<file path="src/rtl/lcd_write_sequencer.sv">
// lcd_write_sequencer: buffers LCD register writes and replays them as timed HD44780 write cycles.
module lcd_write_sequencer #(
    parameter int DEPTH      = 4,
    parameter int CNT_W      = 20,
    parameter int T_PWRUP    = 750000,
    parameter int T_SETUP    = 4,
    parameter int T_EN       = 25,
    parameter int T_HOLD     = 2,
    parameter int T_CMD_WAIT = 2000,
    parameter int T_CLR_WAIT = 82000
) (
    input  logic                     i_clk,
    input  logic                     i_rst,
    input  logic [31:0]              i_lcd_word,
    input  logic                     i_lcd_wr,
    output logic                     o_lcd_on,
    output logic                     o_lcd_rs,
    output logic                     o_lcd_rw,
    output logic                     o_lcd_en,
    output logic [7:0]               o_lcd_data,
    output logic                     o_busy,
    output logic [$clog2(DEPTH):0]   o_fifo_count,
    output logic                     o_overflow
);
    localparam int AW = $clog2(DEPTH);
    typedef enum logic [2:0] {S_PWRUP, S_IDLE, S_SETUP, S_EN_HI, S_HOLD, S_WAIT} state_t;
    state_t           r_state, w_state_n;
    logic [CNT_W-1:0] r_cnt, w_cnt_n, w_wait;
    logic [8:0]       r_mem [DEPTH];
    logic [8:0]       w_head;
    logic [AW-1:0]    r_wptr, r_rptr;
    logic [AW:0]      r_count;
    logic             r_on, r_rs, r_en, r_clr, r_ovf;
    logic [7:0]       r_data;
    logic             w_pop, w_push, w_full, w_done, w_unused;

    assign w_unused = ^i_lcd_word[30:9];
    assign w_head   = r_mem[r_rptr];
    assign w_full   = r_count[AW];
    assign w_push   = i_lcd_wr && (!w_full || w_pop);
    assign w_done   = r_cnt <= CNT_W'(1);
    assign w_wait   = r_clr ? CNT_W'(T_CLR_WAIT) : CNT_W'(T_CMD_WAIT);

    always_ff @(posedge i_clk) begin
        if (w_push) r_mem[r_wptr] <= {i_lcd_word[8], i_lcd_word[7:0]};
    end

    always_ff @(posedge i_clk or posedge i_rst) begin
        if (i_rst) begin
            r_wptr  <= '0;
            r_rptr  <= '0;
            r_count <= '0;
            r_ovf   <= 1'b0;
            r_on    <= 1'b0;
        end else begin
            r_wptr  <= w_push ? r_wptr + 1'b1 : r_wptr;
            r_rptr  <= w_pop ? r_rptr + 1'b1 : r_rptr;
            r_count <= r_count + (AW+1)'(w_push) - (AW+1)'(w_pop);
            r_ovf   <= r_ovf || (i_lcd_wr && !w_push);
            r_on    <= i_lcd_wr ? i_lcd_word[31] : r_on;
        end
    end

    always_ff @(posedge i_clk or posedge i_rst) begin
        if (i_rst) begin
            r_state <= S_PWRUP;
            r_cnt   <= CNT_W'(T_PWRUP);
        end else begin
            r_state <= w_state_n;
            r_cnt   <= w_cnt_n;
        end
    end

    always_comb begin
        w_state_n = r_state;
        w_cnt_n   = w_done ? r_cnt : r_cnt - 1'b1;
        case (r_state)
            S_PWRUP: w_state_n = w_done ? S_IDLE : S_PWRUP;
            S_IDLE: begin
                w_state_n = w_pop ? S_SETUP : S_IDLE;
                w_cnt_n   = CNT_W'(T_SETUP);
            end
            S_SETUP: if (w_done) begin
                w_state_n = S_EN_HI;
                w_cnt_n   = CNT_W'(T_EN);
            end
            S_EN_HI: if (w_done) begin
                w_state_n = (T_HOLD == 0) ? S_WAIT : S_HOLD;
                w_cnt_n   = (T_HOLD == 0) ? w_wait : CNT_W'(T_HOLD);
            end
            S_HOLD: if (w_done) begin
                w_state_n = S_WAIT;
                w_cnt_n   = w_wait;
            end
            S_WAIT: w_state_n = w_done ? S_IDLE : S_WAIT;
            default: w_state_n = S_PWRUP;
        endcase
    end

    always_comb begin
        w_pop  = r_state == S_IDLE && r_count != '0;
        o_busy = r_state != S_IDLE || r_count != '0;
    end

    always_ff @(posedge i_clk or posedge i_rst) begin
        if (i_rst) begin
            r_en   <= 1'b0;
            r_rs   <= 1'b0;
            r_data <= 8'h00;
            r_clr  <= 1'b0;
        end else begin
            r_en   <= w_state_n == S_EN_HI;
            r_rs   <= w_pop ? w_head[8] : r_rs;
            r_data <= w_pop ? w_head[7:0] : r_data;
            r_clr  <= w_pop ? (!w_head[8] && w_head[7:0] inside {8'h01, 8'h02, 8'h03}) : r_clr;
        end
    end

    assign o_lcd_on     = r_on;
    assign o_lcd_rs     = r_rs;
    assign o_lcd_rw     = 1'b0;
    assign o_lcd_en     = r_en;
    assign o_lcd_data   = r_data;
    assign o_fifo_count = r_count;
    assign o_overflow   = r_ovf;
endmodule
</file>
<file path="config.mk">
export PLATFORM = sky130hd
export DESIGN_NAME = lcd_write_sequencer
export DESIGN_NICKNAME = d
export VERILOG_FILES = /design/src/rtl/lcd_write_sequencer.sv
export SDC_FILE = /design/constraint.sdc
export NUM_CORES = 1
export LEC_CHECK = 0
export CORE_ASPECT_RATIO = 1.2
export CORE_MARGIN = 3
export CORE_UTILIZATION = 50
export DETAILED_ROUTE_END_ITERATION = 10
export GPL_TIMING_DRIVEN = 0
export PLACE_DENSITY = 0.71
export SYNTH_ARGS = -nofsm -noshare
export SYNTH_HDL_FRONTEND = slang
export SYNTH_SLANG_ARGS = --single-unit
</file>
<file path="constraint.sdc">
create_clock -name i_clk -period 3.04 [get_ports i_clk]
set_clock_uncertainty 0.05 [all_clocks]
set_input_delay 0.76 -clock i_clk [delete_from_list [all_inputs] [get_ports i_clk]]
set_output_delay 0.76 -clock i_clk [all_outputs]
set_load 0.01 [all_outputs]
</file>
## Word-level counts from Yosys, hierarchy flattened

Memories as Yosys holds them, arrays and structs flattened.
Index checks and enable logic that the tools add are counted.

| cells by class | value |
|---|---|
| $lt $le $gt $ge | 1 |
| reductions and logical operators | 13 |
| multiplexer cells | 15 |
| add/subtract/negate cells | 5 |
| equality and inequality tests | 10 |

Operator list:

| cell | number |
|---|---|
| 20-bit two-way mux | 4 |
| 20-bit case mux with 4 select lines | 1 |
| 20-bit by 1-bit less-or-equal comparator with 1-bit output (second input constant) | 1 |
| 20-bit by 1-bit subtractor with 20-bit output (second input constant) | 1 |
| 3-bit case mux with 6 select lines | 1 |
| 17-bit two-way mux | 1 |
| 8-bit by 2-bit == test with 1-bit output (second input constant) | 2 |
| 3-bit two-way mux | 4 |
| 3-bit by 2-bit == test with 1-bit output (second input constant) | 3 |
| 8-bit by 1-bit == test with 1-bit output (second input constant) | 1 |
| 3-bit == test (second input constant) | 2 |
| 3-bit nonzero test | 2 |
| 2-bit by 1-bit adder with 2-bit output (second input constant) | 2 |
| 1-bit logical AND | 4 |
| 3-bit by 1-bit adder with 3-bit output | 1 |
| 3-bit by 1-bit == test with 1-bit output (second input constant) | 1 |
| 1-bit logical NOT | 3 |
| 3-bit logical NOT | 1 |
| 1-bit logical OR | 3 |
| 1-bit two-way mux | 3 |
| 3-bit by 1-bit inequality test with 1-bit output (second input constant) | 1 |
| 3-bit by 1-bit subtractor with 3-bit output | 1 |
| 2-bit two-way mux | 1 |

| word-level totals | value |
|---|---|
| register bits after elaboration | 43 |
| bits in writable memories | 36 |
| logic and storage cells | 56 |
| input port bits | 35 |
| memories kept | 1 |

Memories:

| name | depth | bits a word | rd ports | clocked after Yosys merged registers in | write ports | RTL line | source |
|---|---|---|---|---|---|---|---|
| r_mem | 4 | 9 | 1 | 0 | 1 | 29 | `logic [8:0] r_mem [DEPTH];` |

## Depth between registers and ports, before layout

Gate-level depths: netlist of the first run.

| depth | value |
|---|---|
| word-level depth | 7 |
| depth in mapped cells | 13 |
| depth with buffers taken out | 12 |

## Worst setup path after synthesis of the first run

OpenSTA, ideal clock, no wires.

| path | value |
|---|---|
| path type | reg-to-reg |
| from | register r_state[0] |
| to | register r_count[2], in the netlist o_fifo_count[2] |
| data arrival time | 2,639 ps |
| buffers on the path | 2 |
| path slack | 222 ps |
| stages on the path, launching flop included | 13 |
| required time | 2,862 ps |
| cells stage by stage | dfrtp_1 clkbuf_1 nor3b_1 nand2b_1 inv_1 clkbuf_1 ha_1 inv_1 ha_1 inv_1 fa_1 xnor2_1 xnor2_1 |

| between the ends | value |
|---|---|
| longest elaborated chain between the ends | 6 |

RTL lines:

| what | RTL line | source |
|---|---|---|
| from (decl) | 27 | `state_t r_state, w_state_n;` |
| from (signal assigned) | 69 | `r_state <= w_state_n;` |
| 3-bit by 1-bit == test with 1-bit output * | 101 | `w_pop = r_state == S_IDLE && r_count != '0;` |
| 1-bit logical AND * | 101 |  |
| via w_pop | 35 | `logic w_pop, w_push, w_full, w_done, w_unused;` |
| 1-bit logical OR | 40 | `assign w_push = i_lcd_wr && (!w_full \|\| w_pop);` |
| 1-bit logical AND | 40 |  |
| 3-bit by 1-bit adder with 3-bit output | 58 | `r_count <= r_count + (AW+1)'(w_push) - (AW+1)'(w_pop);` |
| 3-bit by 1-bit subtractor with 3-bit output * | 58 |  |
| to (signal assigned) | 58 |  |
| to (decl) | 32 | `logic [AW:0] r_count;` |

Mark *: on every way through the listed nets, which the timed path passes. The rest lies on a longest branch.
A chain may end at the register's enable or synchronous reset.

## Worst setup path after layout of the first run

| path | value |
|---|---|
| from | register r_state[1] |
| to | register r_count[2], in the netlist o_fifo_count[2] |

| between the ends | value |
|---|---|
| longest elaborated chain between the ends | 6 |

RTL lines:

| what | RTL line |
|---|---|
| 3-bit by 1-bit == test with 1-bit output * | 101 |
| 1-bit logical AND * | 101 |
| 1-bit logical OR | 40 |
| 1-bit logical AND | 40 |
| 3-bit by 1-bit adder with 3-bit output | 58 |
| 3-bit by 1-bit subtractor with 3-bit output * | 58 |

Mark *: on every way between the ends. The rest lies on a longest branch, timed or not.

==> results.txt, run 1 <==
Synthesis produced 296 cells. The die height came out at 99.5 um. The placeable core region came out at 6940 sq um. The category of cells accounting for the largest share of critical-path delay is adder cells.

Clock tree synthesis found a total of 79 sinks. The number of H-tree levels is 3. The clock transition at the register clock pins on the worst setup and hold paths after CTS came out at 0.09 ns.

The sum of internal, switching and leakage power is 4.06 mW. The summed negative setup slack over all endpoints is 0 ns. In this run the most critical hold path is launched from o_lcd_rs. Among all stages on the critical path, the largest delay is contributed by or3_1.

The number of synthesis warnings is 0. The pin count of the biggest net entering global routing came out at 41. The detailed-route DRC error count is 0. The number of antenna-violating nets in the routed design came out at 0. The latest clock arrival within the worst-skew pair is 0.35 ns. The number of buffers and inverters on the critical path came out at 4. The count of endpoints failing setup in the final report is 0.

For this run, the top clock speed supported by timing is 353 MHz. The static leakage is 1.63 nW. The worst pin sits at a relative slew slack of 0.201. Buffers inserted during clock tree synthesis total 9. The flip-flop and latch count after synthesis came out at 79. The number of global-route vias before repair was 2426. The number of failing hold endpoints at the final stage came out at 0.

TritonCTS built the clock tree. The library cells used most frequently in the layout, excluding fill and tap cells, are nand2_1 (42), edfxtp_1 (36), dfrtp_1 (32). The critical path is of the flip-flop to flip-flop type. The repair_antennas step left the layout with diodes totalling 0. The sequential share of the synthesized area is 0.595. The initial cell density of the core came out at 0.525. Across the VDD grid, the largest voltage drop is 465 uV. The final layout net count is 379. Dividing the final minimum period by the clock period gives 0.932. The average vias per placed instance came out at 5.61.

In this run the mean area of a mapped cell was 12.3 sq um. In this run the critical register-to-register path is launched from r_state[1]. The worst-margin pin slew came out at 1.19 ns. Along the worst path, the maximum fanout reaches 8.

The number of enable flip-flop cells after synthesis is 36. In the final layout, the share of cells above drive strength 1 is 0.169. 52 I/O pins were placed. The required time reported for the critical path endpoint is 3.27 ns. The number of pins with negative max-slew slack in the final report is 0. Buffers inserted to repair hold after CTS numbered 0. Measured along the x axis, the die boundary spans 83.9 um. The violation count after the first detailed-routing iteration came out at 93. The row count came out at 33. Data on the critical path arrives at its endpoint at 3.06 ns. The area growth from synthesis to layout is 17.6%. Walking the worst path, the cells encountered are clkbuf_1 > or3_1 > a21boi_4 > inv_1 > ha_1 > inv_1 > ha_1 > inv_1 > fa_1 > xnor2_1 > xnor2_1. The count of max-cap constraint violations is 0.

The die covers 8350 sq um. The first-pass detailed-route iteration total came out at 4. The detail-routed net length per standard cell is 16.1 um.

Setup repair after global routing left no endpoint under its margin. Once the clock tree was built, the setup fixing pass inserted 0 buffers. In the post-synthesis netlist, the biggest area contributors are edfxtp_1 (30%), dfrtp_1 (23%), dfstp_2 (7.2%). The worst path in the final design needs a cycle of 2.83 ns, including I/O delays and setup. The most common cell after layout, fill and taps aside is nand2_1.

In this design, the critical path's most frequently occurring cell is inv_1. The area of the mapped netlist came out at 3640 sq um. The residual overflow from global routing is 0. STA classifies the critical path endpoint as a flip-flop. The worst setup path is launched from a flip-flop. In this run the power density over the cells is 947 nW/um^2.

The first-pass GRT wire length came out at 11900 um. Counting along the longest clock path gives a buffer depth of 2. The tree is rooted in a clkbuf_8. The share of synthesized flip-flops with an asynchronous set or reset is 0.544. Among all flip-flop cells after synthesis, the most frequent one is edfxtp_1. The number of different library cells in the post-synthesis netlist came out at 57.

The path type of the worst min-delay path is flip-flop to flip-flop. The most critical setup path has its startpoint at r_state[1]. The routed via count came out at 2383.

The minimum setup slack among reg-to-reg paths came out at 0.21 ns. The routability-driven placement congestion ratio is 0.803. edfxtp_1 takes more of the synthesized area than any other cell. The maximum single-stage delay on the critical path is 0.54 ns. The total global routing track utilization is 0.182. The fraction of synthesized cell area taken by the top area cell type came out at 0.297.

The routed design has 6850 um of wire. Detailed placement ended at an HPWL of 4800 um. The run finished with clean final reports. The net count after synthesis came out at 342. The number of antenna violations at the first check in global routing came to 0. The count of input and output buffers is 28.
[path summary, 6_finish.rpt]
kind | end | depth (start not counted)
worst max-delay path | o_fifo_count[2] | 11
worst min-delay path | o_lcd_rs | 2
worst max register to register | o_fifo_count[2] | 11
worst min register to register | o_lcd_rs | 2
max in group asynchronous | r_cnt[4] | 3
min in group asynchronous | o_lcd_data[6] | 2
[layer usage]
layer  vias up  GRT usage  routed length [um]
met5         -          0                   0
met4         0     0.0619                 126
met3        14     0.0472                 199
met2        37      0.303                3600
met1      1183      0.233                2920
li1       1149          -                   -
[flip-flops by register name, summed over array words and instances (netlist names)]
signal and cells:
r_rptr 2, o_lcd_rs 1, r_state 3, o_lcd_on 1, r_cnt 20, o_lcd_data 8
r_wptr 2, r_mem 36, o_overflow 1, o_fifo_count 3, r_clr 1, o_lcd_en 1
[worst reg2reg max path, stage by stage, from the launching register on]
cell and delay, ns:
dfrtp_1 0.38, clkbuf_1 0.22, or3_1 0.54, a21boi_4 0.29, inv_1 0.07, ha_1 0.28
inv_1 0.05, ha_1 0.13, inv_1 0.05, fa_1 0.38, xnor2_1 0.19, xnor2_1 0.14
[cell type report]
cell class	instances	area, sq um
Buffer	10	53.8
Inverter	16	63.8
Sequential cell	79	2170
Tap cell	87	109
Multi-Input combinational cell	188	1390
Fill cell	582	2650
Clock inverter	7	77.6
Timing Repair Buffer	29	300
Clock buffer	9	124
[where the power goes]
group	switching, mW	leakage (nW)	internal (mW)
clock	0.413	0.101	0.388
sequential	0.244	0.836	1.47
combinational	0.824	0.694	0.727
[through the flow]
| stage | std cells | hold slack [ns] | worst slack [ns] | utilization | instance area, sq um |
|---|---|---|---|---|---|
| 3_3_place_gp | 411 | 0.405 | -0.329 | 0.582 | 4030 |
| 3_5_place_dp | 412 | 0.411 | -0.437 | 0.584 | 4050 |
| 5_1_grt | 425 | 0.454 | 0.0152 | 0.618 | 4290 |
| 4_1_cts | 425 | 0.435 | 0.0636 | 0.614 | 4260 |
| 6_report | 425 | 0.431 | 0.206 | 0.618 | 4290 |
| 2_1_floorplan | 296 | 0.413 | 0.222 | - | 3640 |
[cell families (layout without fill, tap and decap cells)]
family          after synthesis  in the layout  synth area share
mux                          12             12            0.0645
fa+ha+maj                    12             12            0.0429
buf+inv                      29             71            0.0343
compound gates               50             50            0.0889
other cells                   1              1           0.00103
flops                        79             79             0.595
simple gates                 98             98             0.137
xor+xnor                     15             15            0.0360
[cell usage after synthesis (all sizes together) (2+ instances only)]
cell and count:
nand2 42, edfxtp 36, dfrtp 33, o21ai 17
inv 16, nor2 16, xnor2 13, dfstp 10
ha 10, mux4 9, a21oi 8, clkbuf 7
buf 6, nor4 6, or4 6, and2 5
nand3 5, nand2b 4, nor3 4, o31ai 4
nand4 3, o22ai 3, a211oi 2, a21o 2
a31o 2, a31oi 2, mux2 2, or2 2
or3 2, xor2 2
[repair_timing]
item,in CTS,in global routing
gates resized for setup,3,6
hold endpoints to repair,0,0
endpoints found under the setup margin,4,2
(Power assumes the default switching activity.)
==> run 2, diff against run 1 <==
GPL_TIMING_DRIVEN = default   (was 0)
==> run 2 against run 1 <==
Compared with the run above:
- die area unchanged
- non-clock buffer count increased by 3
- sequential power increased by 2%
- critical path depth decreased by 6
- worst setup slack improved by 0.082 ns
- largest cell class unchanged
- global-route usage decreased by 0.79 points
- final cell count increased by 0.71%
- largest power group unchanged
- via count decreased by 0.42%
- sequential share of layout area decreased by 0.19 points
==> results.txt, run 2 (synthesis results as in run 1) <==
Tracing the worst setup path back leads to its startpoint at r_state[1]. The worst-margin pin slew is 0.628 ns (-0.560 ns). The violation count after the first detailed-routing iteration came out at 120 (+29%). The residual overflow from global routing is 0 (unchanged). After global routing, the most crowded layer is met2. The static leakage came to 1.68 nW (+2.9%).

The final layout net count is 382 (+0.79%). The worst slew margin relative to its limit came out at 0.581 (+0.381). The worst register-to-register path ends at r_cnt[0].

The largest fanout on the critical path is 16 (+8). The worst hold path endpoint is o_overflow. The share of the cycle needed by the critical path after routing is 0.905 (-0.0270). The met3 layer usage reported by global route came out at 0.0389 (-0.00829). The met1 usage was 0.208 (-0.0250). The post-CTS resize count came out at 0 (-3). The die height came out at 99.5 um (unchanged). The number of placed I/O pins came out at 52 (unchanged).

The number of H-tree levels came to 3 (unchanged). The row count was 33 (unchanged). The number of global-route vias before repair came out at 2429 (+0.12%). The number of pins with negative max-slew slack in the final report is 0 (unchanged).

Leaving out fill and tap cells, the most frequent cell in the layout is nand2_1. The global-route met2 utilization came to 0.305 (+0.00245). The routability-driven placement congestion ratio came out at 0.819 (+2.1%). The number of hold-repair buffers added at the cts stage came out at 0 (unchanged). The most flop-heavy register is r_mem. Setup repair after global routing left no endpoint under its margin. The count of max-cap constraint violations is 0 (unchanged). The minimum setup slack among reg-to-reg paths is 0.29 ns (+0.08 ns). From synthesis to final layout, the design area changed by 18.0%. The horizontal die dimension was 83.9 um (unchanged). The highest attainable clock frequency came to 363 MHz (+3.0%).

The cell depth of the worst hold path came out at 1 (-1). The fraction of layout cells with a size suffix above 1 is 0.173 (+0.00438). The path class of the tightest hold or removal check is flip-flop to flip-flop. The latest clock arrival within the worst-skew pair is 0.35 ns (about the same). The kind of end point of the critical path is a primary output. The clock tree root driver cell is clkbuf_8.

The final critical delay including setup and external delays is 2.75 ns (-0.0820 ns). The first-pass GRT wire length came out at 11400 um (-4.1%). The summed negative setup slack over all endpoints is 0 ns (unchanged).

The detailed-route DRC error count came out at 0 (unchanged). The number of buffers added for setup after CTS came out at 0 (unchanged). The number of diodes came out at 0 (unchanged).

TritonCTS built the clock tree. The count of input and output buffers came out at 28 (unchanged). The worst setup path is of the flip-flop to primary output kind.

The startpoint identified for the worst register-to-register timing path is r_cnt[10]. The top cell types in the final layout, fill and taps aside, are nand2_1 (42), edfxtp_1 (36), dfrtp_1 (33). The wire length after detailed routing is 6590 um (-3.8%). The arrival time at the worst endpoint is 1.94 ns (-1.12 ns). The maximum ir drop on the vdd rail is 527 uV (+13%).

The initial cell density of the core came to 0.525 (unchanged). The number of antenna-violating nets in the routed design is 0 (unchanged). The clock transition at the register clock pins on the worst setup and hold paths after CTS is 0.09 ns (about the same). STA classifies the critical path startpoint as a flip-flop. The placeable core region is 6940 sq um (unchanged). The number of buffers created by CTS came out at 9 (unchanged). The floorplan die area is 8350 sq um (unchanged).

The startpoint identified for the worst hold timing path is o_overflow. The first-pass detailed-route iteration total is 4 (unchanged). The CTS sink count is 79 (unchanged). The detailed placement HPWL was 4670 um (-2.7%). The sum of internal, switching and leakage power is 4.08 mW (+0.50%).

The number of antenna violations at the first check in global routing is 0 (unchanged). The number of failing hold endpoints at the final stage is 0 (unchanged). The detail-routed net length per standard cell is 15.4 um (-4.5%).

The pin count of the biggest net entering global routing came out at 44 (+7.3%). The count of endpoints failing setup in the final report is 0 (unchanged). The number of cells on the worst reg-to-reg path is 10 (-1). The ratio of total power to cell area is 949 nW/um^2 (+0.18%). The routed via count came out at 2373 (-0.42%). The required time reported for the critical path endpoint came out at 2.23 ns (-1.04 ns). The flip-flop count of the largest register, all copies and words added came to 36 (unchanged). The run finished with clean final reports. The total global routing track utilization is 0.174 (-0.00790). The buffer depth of the longest clock path is 2 (unchanged). The average vias per placed instance is 5.54 (-1.1%).
## run 2: changes by cell type in the layout (fill, tap and decap cells not counted), sizes merged
cell      delta
clkinvlp     -2
buf          +7
bufinv       +1
inv          -1
clkinv       +2
clkbuf       -4
## run 2: critical path: stages, from the launching register on
cell,delay (ns)
dfrtp_1,0.39
buf_4,0.20
nor3b_1,0.28
buf_4,0.19
nand2_1,0.05
clkdlybuf4s50_1,0.48
## run 2: metal layers
| layer | share of wire | routed length [um] |
|---|---|---|
| met5 | 0 | 0 |
| met4 | 0.017 | 111 |
| met3 | 0.024 | 161 |
| met2 | 0.53 | 3490 |
| met1 | 0.43 | 2820 |
## run 2: final cells by class
cell class / count / area, sq um
Inverter: 16 / 60.1
Fill cell: 558 / 2640
Tap cell: 87 / 109
Clock inverter: 7 / 104
Timing Repair Buffer: 42 / 385
Multi-Input combinational cell: 188 / 1350
Clock buffer: 9 / 124
Sequential cell: 79 / 2170
## run 2: worst max-delay path by stage
stage / to / slack (ns) / cells after the start
2_1_floorplan: o_fifo_count[2] / 0.22 / 12
3_5_place_dp: o_fifo_count[2] / 0.14 / 10
5_1_grt: r_cnt[0] / 0.13 / 12
4_1_cts: o_busy / 0.26 / 5
3_3_place_gp: o_fifo_count[2] / 0.17 / 10
6_report: o_busy / 0.29 / 5
## run 2: metrics by stage
step                      hold WS (ns)  area [sq um]  instances   util  worst slack [ns]
after floorplan                  0.413          3640        296      -             0.222
after global placement           0.403          4070        412  0.587             0.168
after detailed placement         0.410          4070        412  0.587             0.136
after CTS                        0.429          4300        428  0.620             0.265
after global routing             0.463          4300        428  0.620             0.135
final                            0.427          4300        428  0.620             0.288
## run 2: power by group
group	switching (mW)	leakage, nW	internal (mW)	total, mW
logic	0.750	0.725	0.715	1.47
registers	0.284	0.838	1.46	1.75
clock network	0.397	0.114	0.472	0.869
